--- config.mk ---
export PLATFORM = sky130hd
export DESIGN_NAME = rs_enc
export DESIGN_NICKNAME = d
export VERILOG_FILES = /design/src/rtl/rs_enc.sv
export SDC_FILE = /design/constraint.sdc
export NUM_CORES = 1
export LEC_CHECK = 0
export ABC_AREA = 0
export CAP_MARGIN = 30
export CORE_MARGIN = 1
export CORE_UTILIZATION = 53
export CTS_BUF_LIST = sky130_fd_sc_hd__clkbuf_16
export CTS_CLUSTER_SIZE = 24
export DETAILED_ROUTE_END_ITERATION = 8
export PLACE_DENSITY = 0.74
export SYNTH_ARGS = -nofsm -noshare
export SYNTH_HDL_FRONTEND = slang
export SYNTH_SLANG_ARGS = --single-unit
--- constraint.sdc ---
create_clock -name aclk -period 6.05 [get_ports aclk]
set_input_delay 1.21 -clock aclk [delete_from_list [all_inputs] [get_ports aclk]]
set_output_delay 1.21 -clock aclk [all_outputs]
set_load 0.03 [all_outputs]
--- src/rtl/rs_enc.sv ---
// gf_pkg: field parameters for the RS datapath and a GF(2^SYMB_WIDTH) multiplier.
// Default field is GF(2^8) with primitive polynomial x^8+x^4+x^3+x^2+1 (0x11d).
// Shared by the encoder and the decoder-side syndrome/Chien logic.
package gf_pkg;
   localparam int SYMB_WIDTH = 8;
   localparam int T_LEN      = 2;
   localparam logic [SYMB_WIDTH:0] PRIM_POLY = 9'h11d;

   // Shift-and-add multiply: the running multiplicand is reduced by the
   // primitive polynomial every time it overflows the symbol width.
   function automatic logic [SYMB_WIDTH-1:0] gf_mult(input logic [SYMB_WIDTH-1:0] a,
                                                     input logic [SYMB_WIDTH-1:0] b);
      logic [SYMB_WIDTH-1:0] p;
      logic [SYMB_WIDTH-1:0] aa;
      p  = '0;
      aa = a;
      for (int i = 0; i < SYMB_WIDTH; i++) begin
         if (b[i]) p = p ^ aa;
         if (aa[SYMB_WIDTH-1]) aa = (aa << 1) ^ PRIM_POLY[SYMB_WIDTH-1:0];
         else                  aa = aa << 1;
      end
      return p;
   endfunction
endpackage

// rs_enc: systematic streaming Reed-Solomon encoder, message passed through then NPAR parity symbols.
// Latency: 1 cycle from input accept to m_tdata; one symbol per cycle when m_tready is held high.
// Backpressure: output register holds while m_tvalid && !m_tready; s_tready low then and during parity.
//
// Ports:
//   aclk, aresetn                 clock, asynchronous active-low reset
//   s_tvalid/s_tready/s_tdata/s_tlast   message symbol stream, highest-degree coefficient first
//   m_tvalid/m_tready/m_tdata/m_tlast   codeword stream, m_tlast on the final parity symbol
//   len_err                       one-cycle pulse when a message exceeds KMAX symbols
module rs_enc
   import gf_pkg::*;
#(
   parameter int FCR = 0
) (
   input  logic                  aclk,
   input  logic                  aresetn,
   input  logic                  s_tvalid,
   output logic                  s_tready,
   input  logic [SYMB_WIDTH-1:0] s_tdata,
   input  logic                  s_tlast,
   output logic                  m_tvalid,
   input  logic                  m_tready,
   output logic [SYMB_WIDTH-1:0] m_tdata,
   output logic                  m_tlast,
   output logic                  len_err
);

   localparam int NPAR = 2 * T_LEN;
   localparam int KMAX = (2 ** SYMB_WIDTH) - 1 - NPAR;
   localparam int MCW  = $clog2(KMAX + 2);
   localparam int PCW  = (NPAR > 1) ? $clog2(NPAR) : 1;

   typedef logic [SYMB_WIDTH-1:0] sym_t;
   typedef logic [NPAR-1:0][SYMB_WIDTH-1:0] poly_t;
   typedef enum logic {MSG, PAR} state_t;

   // Expand g(x) = prod (x + alpha^(FCR+i)) one root at a time.
   // c[j] holds the coefficient of x^j; the monic x^NPAR term is dropped.
   function automatic poly_t gen_poly();
      logic [NPAR:0][SYMB_WIDTH-1:0] c;
      sym_t  root;
      poly_t r;
      c    = '0;
      c[0] = sym_t'(1);
      root = sym_t'(1);
      for (int k = 0; k < FCR; k++) root = gf_mult(root, sym_t'(2));
      for (int i = 0; i < NPAR; i++) begin
         for (int j = NPAR; j > 0; j--) c[j] = c[j-1] ^ gf_mult(c[j], root);
         c[0] = gf_mult(c[0], root);
         root = gf_mult(root, sym_t'(2));
      end
      for (int j = 0; j < NPAR; j++) r[j] = c[j];
      return r;
   endfunction

   localparam poly_t G = gen_poly();

   state_t           state;
   poly_t            par;
   poly_t            par_fb;
   logic [MCW-1:0]   msg_cnt;
   logic [PCW-1:0]   pcnt;
   logic             ld;
   logic             accept;
   logic             par_last;
   sym_t             fb;

   assign ld       = !m_tvalid || m_tready;
   assign s_tready = (state == MSG) && ld;
   assign accept   = s_tvalid && s_tready;
   assign fb       = s_tdata ^ par[NPAR-1];
   assign par_last = (pcnt == PCW'(NPAR - 1));

   // Division LFSR: highest remainder term plus the new symbol is the feedback.
   always_comb begin
      par_fb    = '0;
      par_fb[0] = gf_mult(fb, G[0]);
      for (int i = 1; i < NPAR; i++) par_fb[i] = par[i-1] ^ gf_mult(fb, G[i]);
   end

   always_ff @(posedge aclk or negedge aresetn) begin
      if (!aresetn) begin
         state    <= MSG;
         par      <= '0;
         msg_cnt  <= '0;
         pcnt     <= '0;
         m_tvalid <= 1'b0;
         m_tdata  <= '0;
         m_tlast  <= 1'b0;
         len_err  <= 1'b0;
      end else begin
         len_err <= 1'b0;
         if (state == MSG) begin
            if (accept) begin
               par      <= par_fb;
               m_tvalid <= 1'b1;
               m_tdata  <= s_tdata;
               m_tlast  <= 1'b0;
               // Saturate one past KMAX so the error pulse fires exactly once.
               if (msg_cnt != MCW'(KMAX + 1)) msg_cnt <= msg_cnt + MCW'(1);
               if (msg_cnt == MCW'(KMAX))     len_err <= 1'b1;
               if (s_tlast) begin
                  state <= PAR;
                  pcnt  <= '0;
               end
            end else if (m_tready) begin
               m_tvalid <= 1'b0;
            end
         end else begin
            if (ld) begin
               m_tvalid <= 1'b1;
               m_tdata  <= par[NPAR-1];
               m_tlast  <= par_last;
               // Shifting zeros in leaves par cleared for the next codeword.
               par      <= {par[NPAR-2:0], sym_t'(0)};
               pcnt     <= pcnt + PCW'(1);
               if (par_last) begin
                  state   <= MSG;
                  msg_cnt <= '0;
               end
            end
         end
      end
   end

endmodule
==> flow_summary.json <==
{
  "netSwitchingFraction_pct": 39.7,
  "cp_common_cell": "clkdlybuf4s50_1",
  "ys_warn_count": 0,
  "p_int_uw": 1580,
  "portBuffers": 24,
  "setup_viol": 0,
  "mostFrequentLayoutCells": "dfrtp_1, xnor2_1, nand2_1",
  "placed_cells": 398,
  "worstSetupStartpoint": "m_tready",
  "cts_hold_buf": 0,
  "ys.flop_type": "dfrtp_1",
  "routabilityCongestion": 0.806,
  "p_comb_share_pct": 64.7,
  "drv_cap": 0,
  "period_needed_ns": 3.76,
  "post-place-ws_ns": 2.28,
  "dp_hpwl_mm": 3.98,
  "yosysSeqAreaShare_pct": 42.4,
  "power_uw": 2630,
  "path_class": "input pin to output pin",
  "grt_pass1_vias": 2098,
  "syn_area_per_cell_um2": 10.2,
  "ys_types": 40,
  "slowest_delay_ns": 0.60,
  "final_nets": 349,
  "cts_root_buffer": "clkbuf_16",
  "wirelength_mm": 6.10,
  "crit_path_start_kind": "input pin",
  "ir_drop_mv": 0.322,
  "grt_usage_pct": 21.5,
  "path_cells": "clkdlybuf4s50_1, nor2b_1, nor2_1, clkdlybuf4s50_1",
  "seq_power_share_pct": 22.7,
  "critPathRequiredTime_ns": 4.84,
  "synth_edf_count": 0,
  "rows": 27,
  "slew_viol_final": 0,
  "regToRegStartpoint": "par[28]",
  "fin_setup_tns_ns": 0,
  "drt_iter0_markers": 83,
  "ys_ff_latch": 54,
  "final.setup.worst_slack_ns": 2.29,
  "final_layout_size_suffix_gt1_share_pct": 8.08,
  "rsz0062_at_grt": "false",
  "ios": 25,
  "grt_pass1_wl_mm": 10.5,
  "vias": 2168,
  "maxSlewHeadroom_pct": 49.0,
  "die_x_um": 79.6,
  "grt_max_degree": 70,
  "cts.clk_slew.worst_paths_ns": 0.07,
  "fin_skew_ns": 0.00497,
  "cts_tree": "yes",
  "dieArea_mm2": 0.00633,
  "stdcell_count": 406,
  "arrival_ns": 2.55,
  "drtPass1Iterations": 5,
  "start_util_pct": 56.6,
  "fin_crit_sh_pct": 62.2,
  "htree_levels": 2,
  "clkPwrFrac_pct": 12.6,
  "clock_path_buffers": 2,
  "cts_resized": 0,
  "core_area_mm2": 0.00564,
  "holdWs_ns": 0.477,
  "insertion_delay_ns": 0.29,
  "clock.fmax_ghz": 0.266,
  "syn-cell-area_mm2": 0.00319,
  "cp.buffers_inverters": 2,
  "cpLargestDelayFamily": "buffers and inverters",
  "hp-class": "register to register",
  "cts_made_buffers": 5,
  "slowest_stage": "clkdlybuf4s50_1",
  "ant_nets": 0,
  "worstMarginPinSlew_ns": 0.759,
  "syn-instance-count": 312,
  "status": "complete, no violations",
  "drc": 0,
  "hold_violations": 0,
  "powerDensity_mw_per_mm2": 717,
  "p_sw_uw": 1040,
  "gr-total-overflow": 0,
  "static-leakage-power_uw": 0.00164,
  "final_common_cell": "dfrtp_1",
  "syn_to_final_growth_pct": 15.0,
  "n_antenna_cell": 0,
  "via_per_inst": 5.34,
  "synthArstFlopShare_pct": 100,
  "endpoint_kind": "output pin",
  "fill_cells": 454,
  "cts.sinks": 54,
  "wl_per_cell_um": 15.0,
  "syn_nets": 328,
  "post-cts-setup-buffers": 0,
  "antenna_found_initial": 0,
  "path_max_fanout": 5,
  "min_from": "m_tdata[5]",
  "die_h_um": 79.6
}
-- Yosys cell counts (all sizes together), types with 3 or more instances --
library cell / count / area (µm²)
o21ai: 37 / 185
inv: 4 / 15.0
mux2i: 11 / 110
nand2b: 3 / 18.8
a22o: 3 / 26.3
ha: 3 / 37.5
xor2: 15 / 131
or3: 3 / 18.8
xnor2: 51 / 499
and3: 4 / 25.0
xnor3: 9 / 215
nor2: 29 / 109
clkbuf: 12 / 45.0
dfrtp: 54 / 1350
nand2: 42 / 158
nand4: 3 / 18.8
nand3: 4 / 20.0
-- path summary, 6_finish.rpt --
kind | slack [ns] | end | cells after the start
worst max-delay path | 2.29 | s_tready | 4
worst min-delay path | 0.48 | m_tdata[5] | 2
worst max register to register | 3.58 | par[29] | 6
worst min register to register | 0.48 | m_tdata[5] | 2
max in group asynchronous | 4.54 | msg_cnt[7] | 2
min in group asynchronous | 1.05 | m_tdata[3] | 2
-- cell families after synthesis --
kind of cell	share of synthesized area, %
flip-flops	42.4
XOR/XNOR	27.3
buffers and inverters	2.00
AO/OA/AOI/OAI	10.5
adder cells (fa/ha/maj)	1.18
multiplexers	3.80
AND/OR/NAND/NOR	12.9
-- state kept, by name (all words and copies together), names as in the netlist --
register / flops
par: 32
m_tlast: 1
m_tvalid: 1
m_tdata: 8
len_err: 1
pcnt: 2
msg_cnt: 8
state: 1
-- metal layers --
layer  vias up  GRT usage (%)  share of wire [%]
met3         6           3.43                3.5
li1       1093              -                  -
met4         0           4.91               0.72
met5         -              0                  0
met2        41           32.6                 44
met1      1028           32.3                 51
-- power groups by stage --
stage	Combinational [µW]	Sequential (µW)	Clock [µW]
2_1_floorplan	1350	640	0
3_3_place_gp	1660	598	0
3_5_place_dp	1690	604	0
4_1_cts	1710	598	337
5_1_grt	1880	615	347
6_report	1700	598	330
-- cell type report --
cell class                 instances  area [µm²]  area share, %
inverter                           4        15.0          0.409
sequential                        54        1350           36.8
timing repair buffer              27         258           7.02
clock inverter                     3        43.8           1.19
multi-input combinational        241        1790           48.7
clock buffer                       5         125           3.41
tap                               72        90.1           2.45
-- tightest hold or removal path: stages (launching register included) --
cell	delay, ns
dfrtp_1	0.34
nand2_1	0.05
o21ai_0	0.06
-- per-stage QoR --
stage / cell area (µm²) / utilization (%)
2_1_floorplan: 3190 / -
3_3_place_gp: 3500 / 62.1
3_5_place_dp: 3500 / 62.1
4_1_cts: 3670 / 65.0
5_1_grt: 3670 / 65.0
6_report: 3670 / 65.0
No activity file was read; power rests on OpenSTA's default activity.
